## config.mk

```make
export PLATFORM = sky130hd
export DESIGN_NAME = demux_sipo
export DESIGN_NICKNAME = d
export VERILOG_FILES = /design/src/rtl/demux_sipo.sv
export SDC_FILE = /design/constraint.sdc
export NUM_CORES = 1
export LEC_CHECK = 0
export BUFFER_PORTS_ARGS = -buffer_cell sky130_fd_sc_hd__clkbuf_2
export CAP_MARGIN = 20
export CORE_MARGIN = 8
export CORE_UTILIZATION = 35
export CTS_CLUSTER_DIAMETER = 50
export CTS_CLUSTER_SIZE = 10
export DETAILED_ROUTE_END_ITERATION = 8
export PLACE_DENSITY_LB_ADDON = 0.1
export SLEW_MARGIN = 0
export SYNTH_ARGS = -nofsm -noshare
export SYNTH_HDL_FRONTEND = slang
export SYNTH_SLANG_ARGS = --single-unit
```

## constraint.sdc

```tcl
create_clock -name clk -period 1.67 [get_ports clk]
set_clock_uncertainty 0.15 [all_clocks]
set_input_delay 0.501 -clock clk [delete_from_list [all_inputs] [get_ports clk]]
set_output_delay 0.501 -clock clk [all_outputs]
set_load 0.05 [all_outputs]
```

## src/rtl/demux_sipo.sv

```systemverilog
// rtl/demux_sipo.sv - serial-to-parallel two-channel demultiplexer with per-channel word handshake
// Optional DEMUX_PARITY_EN: each word takes an extra even-parity bit and flags x_perr/y_perr.

module demux_sipo_chan #(
  parameter int WIDTH = 4,
  parameter int NBITS = WIDTH
) (
  input  logic             clk,
  input  logic             rst_n,
  input  logic             acc,
  input  logic             bit_in,
  input  logic             ready,
  output logic             valid,
`ifdef DEMUX_PARITY_EN
  output logic             perr,
`endif
  output logic [WIDTH-1:0] word
);

  localparam int CW = $clog2(WIDTH + 2);

  typedef enum logic {FILL, FULL} state_t;

  state_t           state_q, state_d;
  logic [CW-1:0]    cnt_q, cnt_d;
  logic [WIDTH-1:0] word_q, word_d;
`ifdef DEMUX_PARITY_EN
  logic             par_q, par_d;
`endif

  always_comb begin
    state_d = state_q;
    cnt_d   = cnt_q;
    word_d  = word_q;
`ifdef DEMUX_PARITY_EN
    par_d   = par_q;
`endif
    // Pop first so a same-cycle push lands as bit 0 of a fresh word.
    if (state_q == FULL && ready) begin
      state_d = FILL;
      cnt_d   = '0;
    end
    if (acc) begin
      for (int b = 0; b < WIDTH; b++) begin
        if (cnt_d == CW'(b)) word_d[b] = bit_in;
      end
`ifdef DEMUX_PARITY_EN
      par_d = ((cnt_d == '0) ? 1'b0 : par_q) ^ bit_in;
`endif
      if (cnt_d == CW'(NBITS - 1)) state_d = FULL;
      cnt_d = cnt_d + CW'(1);
    end
  end

  always_ff @(posedge clk or negedge rst_n) begin
    if (!rst_n) begin
      state_q <= FILL;
      cnt_q   <= '0;
      word_q  <= '0;
`ifdef DEMUX_PARITY_EN
      par_q   <= 1'b0;
`endif
    end else begin
      state_q <= state_d;
      cnt_q   <= cnt_d;
      word_q  <= word_d;
`ifdef DEMUX_PARITY_EN
      par_q   <= par_d;
`endif
    end
  end

  assign valid = (state_q == FULL);
  assign word  = word_q;
`ifdef DEMUX_PARITY_EN
  assign perr  = par_q;
`endif

endmodule

module demux_sipo #(
  parameter int WIDTH = 4
) (
  input  logic             clk,
  input  logic             rst_n,
  input  logic             in_valid,
  output logic             in_ready,
  input  logic             in_bit,
  input  logic             in_sel,
  input  logic             in_inv,
  output logic             x_valid,
  input  logic             x_ready,
  output logic [WIDTH-1:0] x_word,
`ifdef DEMUX_PARITY_EN
  output logic             x_perr,
  output logic             y_perr,
`endif
  output logic             y_valid,
  input  logic             y_ready,
  output logic [WIDTH-1:0] y_word
);

`ifdef DEMUX_PARITY_EN
  localparam int NBITS = WIDTH + 1;
`else
  localparam int NBITS = WIDTH;
`endif

  logic stored_bit;
  logic acc_x, acc_y;

  assign in_ready   = in_sel ? (!y_valid || y_ready) : (!x_valid || x_ready);
  assign stored_bit = in_bit ^ in_inv;
  assign acc_x      = in_valid && in_ready && !in_sel;
  assign acc_y      = in_valid && in_ready &&  in_sel;

  demux_sipo_chan #(.WIDTH(WIDTH), .NBITS(NBITS)) u_x (
    .clk    (clk),
    .rst_n  (rst_n),
    .acc    (acc_x),
    .bit_in (stored_bit),
    .ready  (x_ready),
    .valid  (x_valid),
`ifdef DEMUX_PARITY_EN
    .perr   (x_perr),
`endif
    .word   (x_word)
  );

  demux_sipo_chan #(.WIDTH(WIDTH), .NBITS(NBITS)) u_y (
    .clk    (clk),
    .rst_n  (rst_n),
    .acc    (acc_y),
    .bit_in (stored_bit),
    .ready  (y_ready),
    .valid  (y_valid),
`ifdef DEMUX_PARITY_EN
    .perr   (y_perr),
`endif
    .word   (y_word)
  );

endmodule

```

## After elaboration in Yosys (flattened, before gate mapping)

Index checks and enable logic that the tools add are counted.

| cells by class | value |
|---|---|
| add/subtract/negate cells | 2 |
| equality and inequality tests | 6 |
| multiplexer cells | 11 |
| bitwise operators | 1 |
| reductions and logical operators | 20 |

Operators with widths:

| kind | count |
|---|---|
| $reduce_and 2->1 | 8 |
| $eq 3x2->1 const B | 4 |
| $mux 3 | 4 |
| $mux 1 | 7 |
| $add 3x1->3 const B | 2 |
| $eq 3x1->1 const B | 2 |
| $logic_not 3->1 | 2 |
| $logic_and 1x1->1 | 5 |
| $logic_not 1->1 | 3 |
| $logic_or 1x1->1 | 2 |
| $xor 1x1->1 | 1 |

| word-level totals | value |
|---|---|
| register bits | 16 |
| logic and storage cells | 52 |

## Logic depth before layout (Yosys ltp)

| depth | value |
|---|---|
| depth in word-level cells | 6 |
| gate-level depth with buffers | 7 |
| gate-level depth less buffers | 7 |

## Hierarchy

From an unflattened synthesis, not the netlist that was laid out.

| unflattened totals | value |
|---|---|
| cells, all modules | 68 |
| area total of the unflattened synthesis | 789.5 um2 |

Modules (own cells, without submodules):

| module | times used | cells each | area each (um2) |
|---|---|---|---|
| demux_sipo_chan | 2 | 30 | 367.9 |
| demux_sipo | 1 | 8 | 53.8 |

## Worst setup path after synthesis

No wires, ideal clock.

| path | value |
|---|---|
| path type | register to register |
| from | reg u_x.state_q (netlist: u_x.valid) |
| to | reg u_x.word_q[3] (netlist: u_x.word[3]) |
| library setup time | 125 ps |
| data arrival time | 1789 ps |
| required time | 1395 ps |
| setup slack | -394 ps |
| cell stages (with the launch flop) | 8 |
| period minus slack after synthesis | 2064 ps |
| path through | dfrtp_1 -> nand2_1 -> nand2_1 -> inv_1 -> ha_1 -> ha_1 -> nand3_1 -> mux2_2 |

| between the ends | value |
|---|---|
| cells in the longest elaborated chain, start to end | 6 |
| elaborated cells between the ends (all ways) | 9 |
| those cells by class | 1 x eq/ne; 2 x mux; 6 x reduce/logical |

Ends and longest elaborated chain:

| item | line | text |
|---|---|---|
| from (decl) | 24 | `state_t state_q, state_d;` |
| from (signal assigned) | 64 | `state_q <= state_d;` |
| $logic_not 1->1 | 112 | `assign in_ready = in_sel ? (!y_valid \|\| y_ready) : (!x_valid \|\| x_ready);` |
| $logic_or 1x1->1 | 112 |  |
| $mux 1 | 112 |  |
| $logic_and 1x1->1 (2 in a row) | 114 | `assign acc_x = in_valid && in_ready && !in_sel;` |
| $reduce_and 2->1 (no source line) * | -- |  |
| to (signal assigned) | 66 | `word_q <= word_d;` |
| to (decl) | 26 | `logic [WIDTH-1:0] word_q, word_d;` |

Every way passes the cells marked *; elsewhere a longest branch is shown, timed or not.
A chain may end at the register's enable or synchronous reset.

## Final worst setup path

| path | value |
|---|---|
| from | in y_ready |
| to | out in_ready |

| between the ends | value |
|---|---|
| cells in the longest elaborated chain, start to end | 2 |

Ends and longest elaborated chain:

| item | line | text |
|---|---|---|
| from (decl) | 99 | `input logic y_ready,` |
| $logic_or 1x1->1 | 112 |  |
| $mux 1 | 112 |  |
| to (decl) | 87 | `output logic in_ready,` |

No other way between the ends.

==> metrics.txt <==
Gate Count Post-Synth 72; starting utilization of the core area 35.4%; Worst setup EP type output port; per-cell routed wire length around 14 um; Die ar. 4250 um^2; run status complete, but fails checks; mean number of vias per cell around 4.7; Final period util 109%; final hold viol count 0; number of maximum-capacitance violations 0; hold-critical path depth 1; wire length reported by the detailed router 1890 um; Die H 65.2 um; Layout Area Growth over Synthesis 47.2%; R2R setup slack -0.08 ns; number of warnings issued by yosys 0; Sw Ratio 46.6%; final-report setup violation count 5; worst path setup slack after routing -0.158 ns; category of the most critical setup path input pin to output port; nets@finish between 100 and 150; power spent charging and discharging nets approximately 0.0010 W; routed vias 636; number of detailed-route iterations in the first pass 4; startpoint of the lowest-slack register-to-register path u_y.valid; clock edge transition at the registers on the reported setup and hold paths 0.09 ns; Cell Int Power 0.00120 W; Reg2Reg Depth 8; Clock Root Buffer clkbuf_4; half-perimeter wire length of the detailed placement result around 1500 um; number of CTS-inserted buffers 3; via count of the first global-routing pass 735; Slew headroom 66.6%; Sink Count 16; Final Core Density 52.1%; port bufs 18; clk buf depth 2; fin. max-slew vios 0; Post-Syn Area per Cell approximately 12 um^2; arrival time of data at the critical path endpoint between 1 and 1.5 ns; worst reg2reg path endpoint u_y.word[3]; combined area of all synthesized cells 846 um^2; sink of the worst hold path u_x.word[0]; global routing usage summed across all routing layers under 10%; synthesized net count 88; sequential cell area fraction in the yosys report ~47%; part of the power in registers 30.1%; wire length of the first global-routing pass approximately 3300 um; final worst path period need about 1.8 ns; number of antenna cells inserted 0; total core area 2390 um^2; total of flip-flops plus latches after synthesis 16; maximum vdd ir drop 1290 uV; Hold Crit Start u_x.word[0]; combinational share of power about three fifths; Worst EP required 1.02 ns; Leakage 0.608 nW; violation count after the first detailed-route iteration 14; power density normalized to cell area ~1800 nW/um^2; TritonCTS clock tree yes; later-pin clock latency in the skew report approximately 0.28 ns; Hold/Removal Path Class register to register; total congestion overflow after global routing 0; initial antenna violation count 0; Worst Setup Slack post-DPL -0.227 ns; failing checks negative setup slack; ANT nets after route 0; WHS approximately 0.36 ns; type of element launching the critical path input pin; fraction of layout instances using a drive strength above 1 between 60% and 70%; number of ports placed on the die boundary 19; maximum clock rate ~0.55 GHz; H-tree Lvls 1; placement row count 18; Cell variety after synth 17; final weighted congestion of routability-driven global placement approximately 0.7; largest net degree at the start of global routing 17; final routed DRC violation total 0; sum of internal, switching and leakage power 0.00225 W; largest fanout on the critical path 3; x dimension of the die 65.2 um; Worst Max-Slew Pin Slew around 0.5 ns; fraction of power consumed by the clock network 8.9%; RSZ-0062 raised after global routing true
## routing by layer
| layer | part of all wire, % | vias to the layer above | GRT usage [%] |
|---|---|---|---|
| met4 | 0 | 0 | 1.63 |
| met3 | 4.8 | 0 | 4.42 |
| met1 | 41 | 309 | 10.9 |
| met5 | 0 | - | 0 |
| met2 | 54 | 8 | 17.6 |
| li1 | - | 319 | - |
## cells in the mapped netlist, drive strengths merged
| master | number | share of area [%] |
|---|---|---|
| nand2 | 11 | 4.9 |
| mux2 | 9 | 12 |
| ha | 8 | 12 |
| xor2 | 2 | 2.1 |
| nand4 | 6 | 4.4 |
| o2bb2ai | 2 | 2.1 |
| inv | 4 | 1.8 |
| and2 | 2 | 1.5 |
| and2b | 1 | 1.0 |
| nand2b | 3 | 3.1 |
| mux2i | 4 | 4.7 |
| nand3 | 2 | 1.2 |
| dfrtp | 16 | 47 |
| or2b | 1 | 1.0 |
| xnor2 | 1 | 1.0 |
## through the flow
| stage | cells | setup TNS (ns) | cell area, um^2 |
|---|---|---|---|
| 2_1_floorplan | 72 | -0.145 | 942 |
| 3_3_place_gp | 129 | -0.886 | 1140 |
| 3_5_place_dp | 129 | -1.00 | 1140 |
| 4_1_cts | 135 | -0.356 | 1240 |
| 5_1_grt | 135 | -0.752 | 1240 |
| 6_report | 135 | -0.300 | 1240 |
## state kept, by name, indices dropped and copies added (netlist names)
register and cells:
u_x.word 4, u_y.word 4, u_x.valid 1, u_y.valid 1
u_y.cnt_q 3, u_x.cnt_q 3
## power groups by stage
stage	sequential [W]	combinational, W	clock [W]
after floorplan	0.00106	0.000566	0
after global placement	0.000688	0.00127	0
after detailed placement	0.000694	0.00130	0
after CTS	0.000674	0.00139	0.000222
after global routing	0.000698	0.00150	0.000244
final	0.000677	0.00137	0.000201
## how the worst max path moves through the flow
| stage | startpoint | endpoint | slack, ns |
|---|---|---|---|
| after CTS | y_ready | in_ready | -0.17 |
| after global routing | u_y.valid | in_ready | -0.20 |
| final | y_ready | in_ready | -0.16 |
| after floorplan | u_y.valid | u_y.word[3] | -0.07 |
| after global placement | y_ready | in_ready | -0.22 |
| after detailed placement | y_ready | in_ready | -0.23 |
## timing repair
item | in CTS | in global routing
gates resized for setup | 9 | 2
endpoints found under the hold margin | 16 | 0
buffers inserted | 2 | 0
hold buffers | 1 | 0
endpoints found under the setup margin | 3 | 8
## area by class of cell
| cell class | count | area (um^2) |
|---|---|---|
| Fill cell | 227 | 1140 |
| Multi-Input combinational cell | 52 | 534 |
| Sequential cell | 16 | 403 |
| Timing Repair Buffer | 30 | 233 |
| Tap cell | 30 | 37.5 |
| Clock buffer | 3 | 22.5 |
| Inverter | 4 | 15.0 |
## placed cells by master, fill, tap and decap left out, drive strengths merged, types with 2 or more instances in the layout
master,n
mux2,9
mux2i,4
and2,2
nand4,6
ha,8
clkbuf,20
nand3,2
buf,12
dfrtp,16
nand2,11
xor2,2
inv,4
nand2b,3
o2bb2ai,2
## critical path, stage by stage
cell	delay, ns
clkbuf_2	0.11
nand2b_4	0.15
mux2_4	0.26
buf_8	0.15
## logic make-up after synthesis
| kind of cell | after synthesis | synth area share [%] |
|---|---|---|
| xor+xnor | 3 | 3.11 |
| fa+ha+maj | 8 | 11.8 |
| compound gates | 2 | 2.07 |
| buf+inv | 4 | 1.77 |
| simple gates | 26 | 17.2 |
| flops | 16 | 47.3 |
| mux | 13 | 16.7 |
Note: power is estimated with default switching activity, not from simulation.
